**config.mk**
```make
export PLATFORM = sky130hd
export DESIGN_NAME = clk_divider_prog
export DESIGN_NICKNAME = d
export VERILOG_FILES = /design/src/rtl/clk_divider_prog.sv
export SDC_FILE = /design/constraint.sdc
export NUM_CORES = 1
export LEC_CHECK = 0
export ABC_AREA = 1
export CAP_MARGIN = 30
export CORE_MARGIN = 3
export CORE_UTILIZATION = 60
export CTS_BUF_LIST = sky130_fd_sc_hd__clkbuf_8
export DETAILED_ROUTE_END_ITERATION = 8
export GPL_ROUTABILITY_DRIVEN = 0
export PLACE_DENSITY = 0.87
export SETUP_SLACK_MARGIN = 0.2
export SLEW_MARGIN = 40
export SYNTH_ARGS = -nofsm -noshare
export SYNTH_HDL_FRONTEND = slang
export SYNTH_SLANG_ARGS = --single-unit
```
**constraint.sdc**
```tcl
create_clock -name clk -period 5.3 [get_ports clk]
set_input_delay 1.06 -clock clk [delete_from_list [all_inputs] [get_ports clk]]
set_output_delay 1.06 -clock clk [all_outputs]
set_load 0.02 [all_outputs]
```
**src/rtl/clk_divider_prog.sv**
```systemverilog
// Runtime-programmable integer clock divider giving a 50% duty output for even and odd divisors.
// A divisor change waits for an output period boundary, so clk_out never glitches.
module clk_divider_prog #(
    parameter int CNT_W       = 8,
    parameter int DEFAULT_DIV = 2
) (
    input  logic             clk,
    input  logic             rst_n,
    input  logic             en,
    input  logic [CNT_W-1:0] div_val,
    input  logic             div_load,
    output logic             clk_out,
    output logic             tick,
    output logic             busy,
    output logic             err,
    output logic [CNT_W-1:0] div_cur
);

    localparam logic [CNT_W-1:0] ONE   = CNT_W'(1);
    localparam logic [CNT_W-1:0] TWO   = CNT_W'(2);
    localparam logic [CNT_W-1:0] DEF_N = CNT_W'(DEFAULT_DIV);

    logic [CNT_W-1:0] cnt;
    logic [CNT_W-1:0] n_act;
    logic [CNT_W-1:0] n_pend;
    logic             pend;
    logic             pos_q;
    logic             neg_q;
    logic             tick_q;
    logic             err_q;

    logic [CNT_W-1:0] n_sel;
    logic [CNT_W-1:0] n_next;
    logic [CNT_W-1:0] cnt_next;
    logic             wrap;
    logic             boundary;
    logic             load_ok;
    logic             load_bad;
    logic             pos_next;
    logic             tick_next;

    // High phase in posedge counts is ceil(n/2); one bit wider so n = 2^CNT_W-1 cannot overflow.
    function automatic logic [CNT_W:0] half_len(input logic [CNT_W-1:0] n);
        logic [CNT_W:0] n_w;
        n_w = {1'b0, n} + {{CNT_W{1'b0}}, 1'b1};
        return n_w >> 1;
    endfunction

    always_comb begin
        wrap     = (cnt == n_act - ONE);
        boundary = wrap || !en;
        n_sel    = pend ? n_pend : n_act;
        load_ok  = div_load && (div_val >= TWO);
        load_bad = div_load && (div_val < TWO);
        n_next   = n_act;
        cnt_next = cnt + ONE;
        if (!en) begin
            // Park one count before the boundary so the next enabled edge starts a fresh period.
            n_next   = n_sel;
            cnt_next = n_sel - ONE;
        end else if (wrap) begin
            n_next   = n_sel;
            cnt_next = '0;
        end
        pos_next  = en && ({1'b0, cnt_next} < half_len(n_next));
        tick_next = en && (cnt_next == '0);
    end

    always_ff @(posedge clk or negedge rst_n) begin
        if (!rst_n) begin
            cnt    <= DEF_N - ONE;
            n_act  <= DEF_N;
            n_pend <= DEF_N;
            pend   <= 1'b0;
            pos_q  <= 1'b0;
            tick_q <= 1'b0;
            err_q  <= 1'b0;
        end else begin
            cnt    <= cnt_next;
            n_act  <= n_next;
            pos_q  <= pos_next;
            tick_q <= tick_next;
            err_q  <= load_bad;
            // A load landing on a boundary edge stays pending for the following boundary.
            if (load_ok) begin
                n_pend <= div_val;
                pend   <= 1'b1;
            end else if (boundary) begin
                pend   <= 1'b0;
            end
        end
    end

    always_ff @(negedge clk or negedge rst_n) begin
        if (!rst_n) begin
            neg_q <= 1'b0;
        end else begin
            neg_q <= pos_q;
        end
    end

    // Odd divisors: delaying the rise by half a cycle trims the high phase to N/2 periods.
    assign clk_out = n_act[0] ? (pos_q & neg_q) : pos_q;
    assign tick    = tick_q;
    assign busy    = pend;
    assign err     = err_q;
    assign div_cur = n_act;

endmodule

```
==> results_tabular.tex <==
\begin{tabular}{lr}
\hline
Metric & Value \\
\hline
\multicolumn{2}{l}{\textbf{Pwr}} \\
Areal power density over the cells & 362 mW/mm2 \\
Worst VDD drop & 0.000278 V \\
Static leakage & 1.20 nW \\
\multicolumn{2}{l}{\textbf{Worst hold path}} \\
Worst min path class & reg2reg \\
\multicolumn{2}{l}{\textbf{Worst setup path}} \\
Setup crit end kind & output port \\
Max Fanout on Critical Path & 1 \\
Crit path kind & reg2out \\
Required time of the worst setup path & 4.24 ns \\
Arr. time, crit path & 3.64 ns \\
Startpoint type of the worst setup path & flop \\
\multicolumn{2}{l}{\textbf{Cells and area}} \\
Relative area change from synthesis to final layout & 15.5\% \\
NumNets Final & 328 \\
Most common cell after layout, fill and taps aside & sky130\_fd\_sc\_hd\_\_nand2\_1 \\
Share of final-layout standard cells stronger than drive strength 1 & 0.167 \\
Final non-filler cell total & around 350 \\
Filler instances & 267 \\
Diode insertion count for antenna repair & 0 \\
Top library cells by usage in the layout, fill and taps aside & sky130\_fd\_sc\_hd\_\_nand2\_1 (61), sky130\_fd\_sc\_hd\_\_inv\_1 (36), sky130\_fd\_sc\_hd\_\_dfrtp\_1 (25), sky130\_fd\_sc\_hd\_\_nand3\_1 (23), sky130\_fd\_sc\_hd\_\_clkdlybuf4s50\_1 (22) \\
Total non-filler cell area in the finished layout & 0.00252 mm2 \\
\multicolumn{2}{l}{\textbf{Flow run}} \\
Number of max-capacitance violations reported & 0 \\
\multicolumn{2}{l}{\textbf{Placement}} \\
Total instance count after detailed placement & 344 \\
Placed cell areas & 0.00241 mm2 \\
Number of buffers added on ports & 23 \\
Post-detailed-placement half-perimeter wirelength & around 3800 um \\
\multicolumn{2}{l}{\textbf{CTS}} \\
Cts bufs inserted & 5 \\
H-tree depth & 2 \\
Cts-stage hold buffer count & 0 \\
Number of buffers between clock root and the deepest sink & 2 \\
Insertion delay of the later-clocked pin in the worst-skew pair & 0.29 ns \\
Root buf cell & sky130\_fd\_sc\_hd\_\_clkbuf\_8 \\
Clock-pin slew on the worst setup and hold paths & about 0.060 ns \\
TritonCTS clock tree & built \\
CTS sink cnt & 29 \\
\multicolumn{2}{l}{\textbf{Synth}} \\
Sequential element share of the synthesized area & 0.334 \\
Number of enable flip-flop cells after synthesis & 0 \\
Total of flip-flops plus latches after synthesis & 29 \\
Distinct cells, synth & 36 \\
Avg Synthesized Cell Area & between 7 and 8 um2 \\
Count of synthesis-stage warnings from yosys & 0 \\
Post-synth net total & 304 \\
Gate Count Post-Synth & $\sim$280 \\
Flip-flop cell with the highest count after synthesis & sky130\_fd\_sc\_hd\_\_dfrtp\_1 \\
Post-synthesis instance area & 0.00218 mm2 \\
Fraction of registers with async set or reset after synthesis & 1.00 \\
\multicolumn{2}{l}{\textbf{Die}} \\
Row count & 21 \\
Die Span Y & 66.3 um \\
Chip Width & roughly 66 um \\
I/O pin count & 24 \\
Area enclosed by the die boundary & between 0.004 and 0.005 mm2 \\
Core Footprint & approximately 0.0034 mm2 \\
Initial standard-cell utilization of the core & 0.639 \\
\multicolumn{2}{l}{\textbf{Timing}} \\
Post-route worst hold slack & 0.486 ns \\
Worst slew pin tran & 0.613 ns \\
Hold Vio Cnt, Final & 0 \\
Max-slew violation count & 0 \\
Post-Route Setup TNS & 0 ns \\
Clock skew after layout & around 0.0080 ns \\
Setup repair after global routing missed its margin & no \\
Relative slew slack & 0.587 \\
Final setup violation count & 0 \\
\multicolumn{2}{l}{\textbf{Global routing}} \\
Global route overflow & 0 \\
GRT Total Usage & 0.247 \\
Vias in the first global route & roughly 1.9k \\
First-pass GRT wire length & 8050 um \\
Initial antenna violation count & 0 \\
Pin count of the biggest net entering global routing & 29 \\
\multicolumn{2}{l}{\textbf{Detailed routing}} \\
Vias after detailed routing & between 1.5k and 2k \\
Remaining antenna violation count after routing & 0 \\
Routed wire length & approximately 5000 um \\
TritonRoute pass-1 iters & 4 \\
Initial DRC Count & 131 \\
Drt via density & 5.54 \\
DR WL/cell & 14.3 um \\
Residual DRC count & 0 \\
\multicolumn{2}{l}{\textbf{Status}} \\
Outcome & finished clean \\
\hline
\end{tabular}
[report_power, final]
part           internal [mW]  switching (mW)
combinational          0.150           0.236
clock                  0.137          0.0806
sequential             0.261          0.0472
[flip-flops by register name, indices dropped and copies added (netlist names)]
register / flops
div_cur: 8
pos_q: 1
busy: 1
err: 1
tick: 1
n_pend: 8
cnt: 8
neg_q: 1
[critical path, stage by stage (launching register included)]
cell	delay (ns)
sky130_fd_sc_hd__dfrtn_1	0.38
sky130_fd_sc_hd__o21a_1	0.11
sky130_fd_sc_hd__dlymetal6s2s_1	0.21
[cells by family after synthesis]
logic type | after synthesis | synth area share
buf+inv | 47 | 0.0998
fa+ha+maj | 11 | 0.0631
simple gates | 134 | 0.296
compound gates | 39 | 0.117
flops | 29 | 0.334
mux | 5 | 0.0258
xor+xnor | 16 | 0.0642
[layer usage]
metal / wire, um / track usage
met1: 2120 / 0.297
met2: 2470 / 0.411
met3: 295 / 0.0476
met4: 156 / 0.132
met5: 0 / 0
[cell usage after synthesis, types with 4 or more instances]
cell,instances,area share
sky130_fd_sc_hd__dfrtp_1,25,0.29
sky130_fd_sc_hd__mux2_2,5,0.026
sky130_fd_sc_hd__ha_1,11,0.063
sky130_fd_sc_hd__o22ai_1,4,0.011
sky130_fd_sc_hd__nor2_1,21,0.036
sky130_fd_sc_hd__inv_2,5,0.0086
sky130_fd_sc_hd__nand2_2,8,0.023
sky130_fd_sc_hd__nor2_4,5,0.026
sky130_fd_sc_hd__nand3_1,23,0.053
sky130_fd_sc_hd__xor2_1,13,0.052
sky130_fd_sc_hd__o21ai_0,15,0.034
sky130_fd_sc_hd__nand4_1,5,0.014
sky130_fd_sc_hd__o21ai_2,5,0.020
sky130_fd_sc_hd__o21ai_1,4,0.0092
sky130_fd_sc_hd__nand2_1,61,0.10
sky130_fd_sc_hd__or2_2,4,0.011
sky130_fd_sc_hd__inv_1,35,0.060
[timing repair]
| action | CTS | global route |
|---|---|---|
| endpoints found under the setup margin | 0 | 1 |
| buffers inserted | 0 | 0 |
| resized for setup | 0 | 1 |
[final cells by class]
cell class	count	area (um2)	area share
clock buffers	5	68.8	0.0273
repair buffers	24	240	0.0953
clock inverters	3	38.8	0.0154
well taps	46	57.6	0.0228
flip-flops and latches	29	729	0.289
multi-input cells	205	1230	0.490
inverters	40	150	0.0596
[worst paths after layout]
path,slack (ns),cells past startpoint,to,startpoint
min in group asynchronous,1.26,2,div_cur[2]$_DFF_PN0_,rst_n
max,0.60,2,clk_out,neg_q$_DFF_NN0_
min,0.49,2,n_pend[3]$_DFFE_PN0P_,n_pend[3]$_DFFE_PN0P_
max in group asynchronous,1.63,1,neg_q$_DFF_NN0_,rst_n
max reg2reg,1.81,21,pos_q$_DFF_PN0_,div_cur[1]$_DFF_PN1_
min reg2reg,0.49,2,n_pend[3]$_DFFE_PN0P_,n_pend[3]$_DFFE_PN0P_
[through the flow]
stage	setup WS, ns	power [mW]	util
final	0.600	0.912	0.738
after floorplan	1.00	0.584	-
after global routing	0.574	0.975	0.738
after CTS	0.211	0.905	0.737
after detailed placement	0.524	0.683	0.705
after global placement	0.518	0.670	0.705
Power figures use the tool's default switching activity.
